$ cat config.mk
export PLATFORM = sky130hd
export DESIGN_NAME = vga_sync_gen_flat
export DESIGN_NICKNAME = d
export VERILOG_FILES = /design/src/rtl/vga_timing_pkg.sv /design/src/rtl/vga_sync_gen_if.sv /design/src/rtl/pixel_tick_div.sv /design/src/rtl/vga_sync_gen.sv /design/src/flat_wrapper.sv
export SDC_FILE = /design/constraint.sdc
export NUM_CORES = 1
export LEC_CHECK = 0
export CORE_MARGIN = 2
export CORE_UTILIZATION = 56
export CTS_CLUSTER_SIZE = 20
export DETAILED_ROUTE_END_ITERATION = 8
export GPL_ROUTABILITY_DRIVEN = 0
export PLACE_DENSITY = 0.84
export SLEW_MARGIN = 20
export SYNTH_ARGS = -nofsm -noshare
export SYNTH_HDL_FRONTEND = slang
export SYNTH_SLANG_ARGS = --single-unit
export TNS_END_PERCENT = 50
$ cat constraint.sdc
create_clock -name clk -period 5.2 [get_ports clk]
set_input_delay 1.04 -clock clk [delete_from_list [all_inputs] [get_ports clk]]
set_output_delay 1.04 -clock clk [all_outputs]
set_load 0.05 [all_outputs]
$ cat src/rtl/vga_timing_pkg.sv
// rtl/vga_timing_pkg.sv - default 640x480@60 timing constants and decode helpers
//
// Purpose : shared timing constants (display, porch and sync widths), the
//           derived line/frame totals and the pixel/line counter width.
// Ports   : none (package).

package vga_timing_pkg;

    localparam int CNT_W = 10;

    localparam int H_DISPLAY_DEF = 640;
    localparam int H_FRONT_DEF   = 16;
    localparam int H_SYNC_DEF    = 96;
    localparam int H_BACK_DEF    = 48;

    localparam int V_DISPLAY_DEF = 480;
    localparam int V_FRONT_DEF   = 10;
    localparam int V_SYNC_DEF    = 2;
    localparam int V_BACK_DEF    = 33;

    localparam int TICK_DIV_DEF  = 4;

    localparam int H_TOTAL_DEF = H_DISPLAY_DEF + H_FRONT_DEF + H_SYNC_DEF + H_BACK_DEF;
    localparam int V_TOTAL_DEF = V_DISPLAY_DEF + V_FRONT_DEF + V_SYNC_DEF + V_BACK_DEF;

    // Inclusive window test on an unsigned counter value.
    function automatic logic in_range(input logic [CNT_W-1:0] val, input int lo, input int hi);
        return (int'(val) >= lo) && (int'(val) <= hi);
    endfunction

endpackage

$ cat src/rtl/vga_sync_gen_if.sv
// rtl/vga_sync_gen_if.sv - timing bundle from the sync generator to the video pipeline
//
// Purpose : carries pixel enable, pixel coordinates, blanking and sync.
// Signals : p_tick, pixel_x[9:0], pixel_y[9:0], video_on, hsync (active-low),
//           vsync (active-low), frame_start.
// Modports: master - driven by vga_sync_gen; slave - consumed downstream.

interface vga_sync_gen_if;
    import vga_timing_pkg::*;

    logic             p_tick;
    logic [CNT_W-1:0] pixel_x;
    logic [CNT_W-1:0] pixel_y;
    logic             video_on;
    logic             hsync;
    logic             vsync;
    logic             frame_start;

    modport master (
        output p_tick,
        output pixel_x,
        output pixel_y,
        output video_on,
        output hsync,
        output vsync,
        output frame_start
    );

    modport slave (
        input p_tick,
        input pixel_x,
        input pixel_y,
        input video_on,
        input hsync,
        input vsync,
        input frame_start
    );

endinterface

$ cat src/rtl/pixel_tick_div.sv
// rtl/pixel_tick_div.sv - mod-TICK_DIV counter producing the one-cycle pixel enable
//
// Purpose : divides the system clock into a pixel-rate enable pulse.
// Ports   : clk      - system clock
//           rst      - asynchronous active-low reset
//           o_p_tick - high for one clk every TICK_DIV cycles

module pixel_tick_div #(
    parameter int TICK_DIV = 4
) (
    input  logic clk,
    input  logic rst,
    output logic o_p_tick
);

    localparam int DW = (TICK_DIV > 2) ? $clog2(TICK_DIV) : 1;
    localparam logic [DW-1:0] DIV_LAST = DW'(TICK_DIV - 1);

    logic [DW-1:0] r_div;

    always_ff @(posedge clk or negedge rst) begin
        if (!rst) begin
            r_div <= '0;
        end else if (r_div == DIV_LAST) begin
            r_div <= '0;
        end else begin
            r_div <= r_div + DW'(1);
        end
    end

    // Decoded straight from the register so the tick is a clean function of
    // state; reset forces r_div to 0, which keeps the tick low.
    assign o_p_tick = (r_div == DIV_LAST);

endmodule

$ cat src/rtl/vga_sync_gen.sv
// rtl/vga_sync_gen.sv - 640x480@60 VGA timing generator (counters, sync, blanking)
//
// Purpose : pixel/line counters advanced on the pixel tick, registered
//           active-low sync pulses, video_on and a start-of-frame pulse.
// Ports   : clk  - system clock (100 MHz)
//           rst  - asynchronous active-low reset
//           vga  - vga_sync_gen_if.master: p_tick, pixel_x, pixel_y,
//                  video_on, hsync, vsync, frame_start

module vga_sync_gen
    import vga_timing_pkg::*;
#(
    parameter int H_DISPLAY = H_DISPLAY_DEF,
    parameter int H_FRONT   = H_FRONT_DEF,
    parameter int H_SYNC    = H_SYNC_DEF,
    parameter int H_BACK    = H_BACK_DEF,
    parameter int V_DISPLAY = V_DISPLAY_DEF,
    parameter int V_FRONT   = V_FRONT_DEF,
    parameter int V_SYNC    = V_SYNC_DEF,
    parameter int V_BACK    = V_BACK_DEF,
    parameter int TICK_DIV  = TICK_DIV_DEF
) (
    input  logic           clk,
    input  logic           rst,
    vga_sync_gen_if.master vga
);

    localparam int H_TOTAL = H_DISPLAY + H_FRONT + H_SYNC + H_BACK;
    localparam int V_TOTAL = V_DISPLAY + V_FRONT + V_SYNC + V_BACK;

    localparam logic [CNT_W-1:0] H_LAST = CNT_W'(H_TOTAL - 1);
    localparam logic [CNT_W-1:0] V_LAST = CNT_W'(V_TOTAL - 1);

    localparam int HS_LO = H_DISPLAY + H_FRONT;
    localparam int HS_HI = H_DISPLAY + H_FRONT + H_SYNC - 1;
    localparam int VS_LO = V_DISPLAY + V_FRONT;
    localparam int VS_HI = V_DISPLAY + V_FRONT + V_SYNC - 1;

    logic             w_p_tick;
    logic             w_h_wrap;
    logic             w_v_wrap;
    logic [CNT_W-1:0] w_h_next;
    logic [CNT_W-1:0] w_v_next;

    logic [CNT_W-1:0] r_h;
    logic [CNT_W-1:0] r_v;
    logic             r_hsync;
    logic             r_vsync;
    logic             r_video_on;
    logic             r_frame_start;

    pixel_tick_div #(
        .TICK_DIV (TICK_DIV)
    ) u_tick_div (
        .clk      (clk),
        .rst      (rst),
        .o_p_tick (w_p_tick)
    );

    // Next-state counters. The registered decodes below use these values so
    // sync/blanking land on the same edge as the counters they describe.
    always_comb begin
        w_h_next = r_h;
        w_v_next = r_v;
        w_h_wrap = w_p_tick && (r_h == H_LAST);
        w_v_wrap = w_h_wrap && (r_v == V_LAST);
        if (w_p_tick) begin
            w_h_next = w_h_wrap ? '0 : r_h + CNT_W'(1);
        end
        if (w_h_wrap) begin
            w_v_next = w_v_wrap ? '0 : r_v + CNT_W'(1);
        end
    end

    always_ff @(posedge clk or negedge rst) begin
        if (!rst) begin
            r_h           <= '0;
            r_v           <= '0;
            r_hsync       <= 1'b1;
            r_vsync       <= 1'b1;
            r_video_on    <= 1'b0;
            r_frame_start <= 1'b0;
        end else begin
            r_h           <= w_h_next;
            r_v           <= w_v_next;
            r_hsync       <= !in_range(w_h_next, HS_LO, HS_HI);
            r_vsync       <= !in_range(w_v_next, VS_LO, VS_HI);
            // video_on is 0 during reset and loads 1 on the first edge
            // afterwards because (0,0) is a visible pixel.
            r_video_on    <= in_range(w_h_next, 0, H_DISPLAY - 1) &&
                             in_range(w_v_next, 0, V_DISPLAY - 1);
            // Only the wrap out of the last pixel of the frame marks a frame
            // start; coming out of reset into (0,0) does not.
            r_frame_start <= w_v_wrap;
        end
    end

    assign vga.p_tick      = w_p_tick;
    assign vga.pixel_x     = r_h;
    assign vga.pixel_y     = r_v;
    assign vga.video_on    = r_video_on;
    assign vga.hsync       = r_hsync;
    assign vga.vsync       = r_vsync;
    assign vga.frame_start = r_frame_start;

endmodule

$ cat src/flat_wrapper.sv
// flat-port wrapper written by rule: the top's interface ports become plain ports
module vga_sync_gen_flat import vga_timing_pkg::*;
#(
    parameter int H_DISPLAY = H_DISPLAY_DEF,
    parameter int H_FRONT   = H_FRONT_DEF,
    parameter int H_SYNC    = H_SYNC_DEF,
    parameter int H_BACK    = H_BACK_DEF,
    parameter int V_DISPLAY = V_DISPLAY_DEF,
    parameter int V_FRONT   = V_FRONT_DEF,
    parameter int V_SYNC    = V_SYNC_DEF,
    parameter int V_BACK    = V_BACK_DEF,
    parameter int TICK_DIV  = TICK_DIV_DEF
)
  (clk, rst, vga_p_tick, vga_pixel_x, vga_pixel_y, vga_video_on, vga_hsync, vga_vsync, vga_frame_start);
  vga_sync_gen_if vga_i ();
  input  logic clk;
  input  logic rst;
  output wire logic [$bits(vga_i.p_tick)-1:0] vga_p_tick;
  output wire logic [$bits(vga_i.pixel_x)-1:0] vga_pixel_x;
  output wire logic [$bits(vga_i.pixel_y)-1:0] vga_pixel_y;
  output wire logic [$bits(vga_i.video_on)-1:0] vga_video_on;
  output wire logic [$bits(vga_i.hsync)-1:0] vga_hsync;
  output wire logic [$bits(vga_i.vsync)-1:0] vga_vsync;
  output wire logic [$bits(vga_i.frame_start)-1:0] vga_frame_start;
  assign vga_p_tick = vga_i.p_tick;
  assign vga_pixel_x = vga_i.pixel_x;
  assign vga_pixel_y = vga_i.pixel_y;
  assign vga_video_on = vga_i.video_on;
  assign vga_hsync = vga_i.hsync;
  assign vga_vsync = vga_i.vsync;
  assign vga_frame_start = vga_i.frame_start;
  vga_sync_gen #(.H_DISPLAY(H_DISPLAY), .H_FRONT(H_FRONT), .H_SYNC(H_SYNC), .H_BACK(H_BACK), .V_DISPLAY(V_DISPLAY), .V_FRONT(V_FRONT), .V_SYNC(V_SYNC), .V_BACK(V_BACK), .TICK_DIV(TICK_DIV)) u_core (.clk(clk), .rst(rst), .vga(vga_i));
endmodule
### Yosys cells after proc, flatten, opt, wreduce, memory -nomap -nowiden

Index checks and enable logic that the tools add are counted.
Widths: inputs -> output; s select.

| storage, ports and cells | value |
|---|---|
| output and inout bits | 25 |
| input bits | 2 |
| logic and storage cells | 31 |
| register bits | 26 |

| operators by class | value |
|---|---|
| equal/unequal tests | 3 |
| reductions and logical operators | 7 |
| muxes and demuxes | 5 |
| $lt $le $gt $ge | 6 |
| add/sub/neg operators | 3 |

Operators with widths:

| kind | count |
|---|---|
| $mux 10 | 4 |
| $add 10x1->10 const B | 2 |
| $eq 10x10->1 const B | 2 |
| $le 10x10->1 const B | 2 |
| $le 10x9->1 const B | 2 |
| $ge 10x10->1 const B | 1 |
| $ge 10x9->1 const B | 1 |
| $logic_and 1x1->1 | 5 |
| $add 2x1->2 const B | 1 |
| $eq 2x2->1 const B | 1 |
| $logic_not 1->1 | 2 |
| $mux 2 | 1 |

### Depth between registers and ports, before layout

| depth | value |
|---|---|
| depth in word-level cells | 8 |
| gate-level depth with buffers | 8 |
| depth with buffers taken out | 7 |

### Cells and area by module

From an unflattened synthesis, not the netlist that was laid out.

| second synthesis, totals | value |
|---|---|
| cell total of the unflattened synthesis | 137 |
| area, all modules | 1396.3 µm² |

Modules (own cells, without submodules):

| module | area each (µm²) | cells each | sequential area each (µm²) | instances |
|---|---|---|---|---|
| vga_sync_gen | 1330.0 | 133 | 603.1 | 1 |
| pixel_tick_div | 66.3 | 4 | 50.0 | 1 |

### Least setup slack after synthesis

Ideal clock, no wire load.

| timing path | value |
|---|---|
| kind | register to register |
| start point | reg u_core.u_tick_div.r_div[0] |
| end point | reg u_core.r_video_on, in the netlist u_core.vga.video_on |
| stages on the path, launching flop included | 9 |
| period minus slack after synthesis | 2.295 ns |
| path slack | 2.905 ns |
| data arrival time | 2.201 ns |
| path buffers | 2 |
| cell sequence | dfrtp_1 ha_1 nand4_4 buf_6 or3_1 buf_4 nor2_8 inv_2 a221oi_2 |

| on the way | value |
|---|---|
| cells in the longest elaborated chain, start to end | 7 |

RTL lines:

| element | line | RTL |
|---|---|---|
| start: declaration | pixel_tick_div.sv:19 | `logic [DW-1:0] r_div;` |
| start signal: assignment | pixel_tick_div.sv:27 | `r_div <= r_div + DW'(1);` |
| $eq 2x2->1 | pixel_tick_div.sv:33 | `assign o_p_tick = (r_div == DIV_LAST);` |
| named net vga_p_tick | flat_wrapper.sv:18 | `output wire logic [$bits(vga_i.p_tick)-1:0] vga_p_tick;` |
| $logic_and 1x1->1 | vga_sync_gen.sv:65 | `w_h_wrap = w_p_tick && (r_h == H_LAST);` |
| $logic_and 1x1->1 | vga_sync_gen.sv:66 | `w_v_wrap = w_h_wrap && (r_v == V_LAST);` |
| named net u_core.w_v_wrap | vga_sync_gen.sv:41 | `logic w_v_wrap;` |
| $mux 10 | vga_sync_gen.sv:71 | `w_v_next = w_v_wrap ? '0 : r_v + CNT_W'(1);` |
| $mux 10 | vga_sync_gen.sv:70 | `if (w_h_wrap) begin` |
| $le 10x9->1 | vga_timing_pkg.sv:28 | `return (int'(val) >= lo) && (int'(val) <= hi);` |
| $logic_and 1x1->1 | vga_sync_gen.sv:90 | `r_video_on <= in_range(w_h_next, 0, H_DISPLAY - 1) &&` |
| end signal: assignment | vga_sync_gen.sv:90 |  |
| end: declaration | vga_sync_gen.sv:49 | `logic r_video_on;` |

The timed path passes the listed nets, and every way through them passes these cells.

### Worst setup path in the final report

| timing path | value |
|---|---|
| start point | reg u_core.u_tick_div.r_div[0] |
| end point | out vga_p_tick |

| on the way | value |
|---|---|
| cells in the longest elaborated chain, start to end | 1 |

RTL lines:

| element | line |
|---|---|
| $eq 2x2->1 | pixel_tick_div.sv:33 |
| end: declaration | flat_wrapper.sv:18 |

Every way passes these cells.

==> results.yml <==
status:
  status: "finished, final reports clean"
synthesis:
  netlist.area_leader.share_pct: 37.6
  synth-main-ff-cell: "dfrtp_1"
  synth_compound_area_share_pct: 15.5
  synth_fa_ha_area_share_pct: 3.14
  ys_seq_elements: 26
  avgSynthCellArea_um2: 9.91
  syn_area_um2: 1600
  synth_fp_nets: 167
  async_reset_ff_share_pct: 100
  synth_mux_area_share_pct: 1.25
  yosysTopAreaCell: "dfrtp_1"
  ys_top_cells_by_area: "dfrtp_1, xnor2_1, nand3_1"
  synthCells: 161
  synth_simple_gate_area_share_pct: 25.4
  yosysSeqAreaShare_pct: 40.9
  synth_xor_area_share_pct: 7.69
  yosysWarnings: 0
  ys_types: 52
  synth_top_family_by_area: "simple AND/OR/NAND/NOR gates"
  synth_edf_count: 0
timing:
  min_period_ns: 2.94
  grt_setup_unrepaired: "false"
  slew_viol_final: 0
  slew_headroom_pct: 62.0
  setup_viol: 0
  finClkSkew_ns: 0.00532
  final.period_utilization_pct: 56.5
  finalSetupTns_ns: 0
  worst_slack_ns: 2.26
  finalHoldViolations: 0
  worst_pin_slew_ns: 0.567
  max_freq_mhz: 340
clock_network:
  cts.sinks: 26
  insertion_delay_ns: 0.31
  clockRootBuffer: "clkbuf_4"
  hold_buffers: 0
  htreeDepth: 1
  ctsResizeCount: 0
  post_cts_buffers: 0
  clk_pin_slew_worst_paths_ns: 0.12
  clockBufferDepth: 2
  cts_buffers: 3
  cts_tree: "done"
worst_setup_path:
  r2r_end: "u_core.vga.video_on"
  crit_type: "register to output port"
  worstPathArrival_ns: 1.90
  reg2reg_from: "u_core.u_tick_div.r_div[0]"
  timing.reg2reg.setup_slack_ns: 2.98
  crit_required_ns: 4.16
  cp_slowest_cell: "clkdlybuf4s50_1"
  path_cells: "ha_1, clkdlybuf4s50_1"
  worstSetupEndpointType: "output port"
  reg2reg_depth: 6
  cp-start-kind: "register"
  critPathMaxFanout: 9
  critPathMaxStageDelay_ns: 0.87
place:
  preCtsSetupSlack_ns: 2.62
  placed_cells: 208
  dpl_cell_area_um2: 1820
  numPortBuffers: 26
  hpwl_um: 2340
flow_run:
  drv_cap: 0
cells_and_area:
  drive_above_1_share_pct: 9.94
  fin_nets: 188
  fillers: 199
  area_growth_pct: 15.7
  stdcell_area_um2: 1850
  regArea_um2: 653
  fin_cells: 212
  diodes: 0
  multi_input_area_um2: 846
floorplanning:
  die_h_um: 57.4
  rows: 19
  die_x_um: 57.4
  design.die.area_um2: 3290
  ioPinCount: 27
  core_area_um2: 2730
  initial_core_util_pct: 58.4
drt:
  wire_per_inst_um: 15.0
  first_pass_iters: 4
  drc_errors: 0
  drt_iter0_drc: 47
  ant_nets: 0
  via_per_inst: 6.06
  routed-via-count: 1285
  wirelength_um: 3190
worst_hold_path:
  hold_path_end: "u_core.u_tick_div.r_div[0]"
  min_path_type: "register to register"
  min_from: "u_core.u_tick_div.r_div[0]"
  holdPathStages: 1
grt:
  grt_pass1_wl_um: 5500
  grt_antenna_before_repair: 0
  grt_usage_pct: 21.1
  grt_max_degree: 27
  grt_overflow: 0
  grt_pass1_vias: 1159
power:
  p_leak_nw: 0.744
  power_density_nw_per_um2: 158
  peakVddDrop_v: 0.000217
==> worst max-delay path, delay by kind of cell (launching register included) <==
family | cells | cell delay [ns]
fa+ha+maj | 1 | 0.35
buf+inv | 1 | 0.87
flops | 1 | 0.37
==> cells in the mapped netlist, types with 3 or more instances <==
master and count:
dfrtp_1 24, buf_2 5, xor2_1 3, nand4_1 4, inv_1 6, nand3_1 12, o21ai_0 5, and2_1 4
nand4b_1 4, nand2_1 16, ha_1 4, a21oi_1 4, xnor2_1 11, nor2_1 12, buf_6 3
==> routing by layer <==
layer / vias up / GRT usage [%] / part of all wire, %
li1: 630 / - / -
met4: 0 / 4.32 / 1.1
met2: 37 / 32.0 / 47
met5: - / 0 / 0
met1: 614 / 30.9 / 48
met3: 4 / 5.22 / 4.0
==> per-stage QoR <==
stage | power [mW] | util, % | hold WS, ns
after floorplan | 0.206 | - | 0.403
after CTS | 0.295 | 67.7 | 0.439
after global placement | 0.210 | 66.7 | 0.416
final | 0.291 | 67.5 | 0.436
after detailed placement | 0.211 | 66.7 | 0.421
after global routing | 0.306 | 67.5 | 0.474
==> power breakdown <==
group | switching (mW) | internal [mW]
logic | 0.00359 | 0.000268
clock network | 0.0548 | 0.0300
registers | 0 | 0.202
total | 0.0584 | 0.232
==> area by class of cell <==
class,count,share of cell area [%]
Timing Repair Buffer,26,13.8
Inverter,7,1.42
Tap cell,31,2.10
Sequential cell,26,35.4
Multi-Input combinational cell,118,45.8
Clock buffer,4,1.42
==> registers in the layout (all words and copies together) (netlist names) <==
| register | count |
|---|---|
| u_core.u_tick_div.r_div | 2 |
| u_core.vga.vsync | 1 |
| u_core.vga.pixel_x | 10 |
| u_core.vga.pixel_y | 10 |
| u_core.vga.video_on | 1 |
| u_core.vga.frame_start | 1 |
| u_core.vga.hsync | 1 |
==> placed cells by master (no fill, tap or decap), types with 2 or more instances in the layout <==
| cell type | synthesis | routed |
|---|---|---|
| xor2_1 | 3 | 3 |
| and2_1 | 4 | 4 |
| nand4b_1 | 4 | 4 |
| nor2_1 | 12 | 12 |
| a21oi_1 | 4 | 4 |
| nand3_1 | 12 | 12 |
| and4_2 | 2 | 2 |
| nand4_1 | 4 | 4 |
| clkdlybuf4s50_1 | 0 | 25 |
| dfstp_2 | 2 | 2 |
| clkbuf_4 | 0 | 3 |
| o22ai_1 | 2 | 2 |
| inv_1 | 6 | 6 |
| dfrtp_1 | 24 | 24 |
| o2111ai_1 | 2 | 2 |
| o21ai_0 | 5 | 5 |
| xnor2_1 | 11 | 11 |
| ha_1 | 4 | 4 |
| nand2_1 | 16 | 16 |
| and3_1 | 2 | 2 |
| mux2i_1 | 2 | 2 |
| o31ai_1 | 2 | 2 |
==> logic make-up (layout without fill, tap and decap cells) <==
| family | Yosys count | after routing |
|---|---|---|
| AO/OA/AOI/OAI | 31 | 31 |
| XOR/XNOR | 14 | 14 |
| adder cells (fa/ha/maj) | 4 | 4 |
| buffers and inverters | 17 | 37 |
| flip-flops | 26 | 26 |
| multiplexers | 2 | 2 |
| AND/OR/NAND/NOR | 67 | 67 |
==> how the worst max path moves through the flow <==
stage	depth (start not counted)	startpoint	endpoint	slack, ns
floorplan	8	u_core.u_tick_div.r_div[0]	u_core.vga.video_on	2.90
global placement	2	u_core.u_tick_div.r_div[0]	vga_p_tick	2.63
detailed placement	2	u_core.u_tick_div.r_div[0]	vga_p_tick	2.62
CTS	2	u_core.u_tick_div.r_div[0]	vga_p_tick	2.25
global route	2	u_core.u_tick_div.r_div[0]	vga_p_tick	2.14
finish	2	u_core.u_tick_div.r_div[0]	vga_p_tick	2.26
Note: power is estimated with default switching activity, not from simulation.
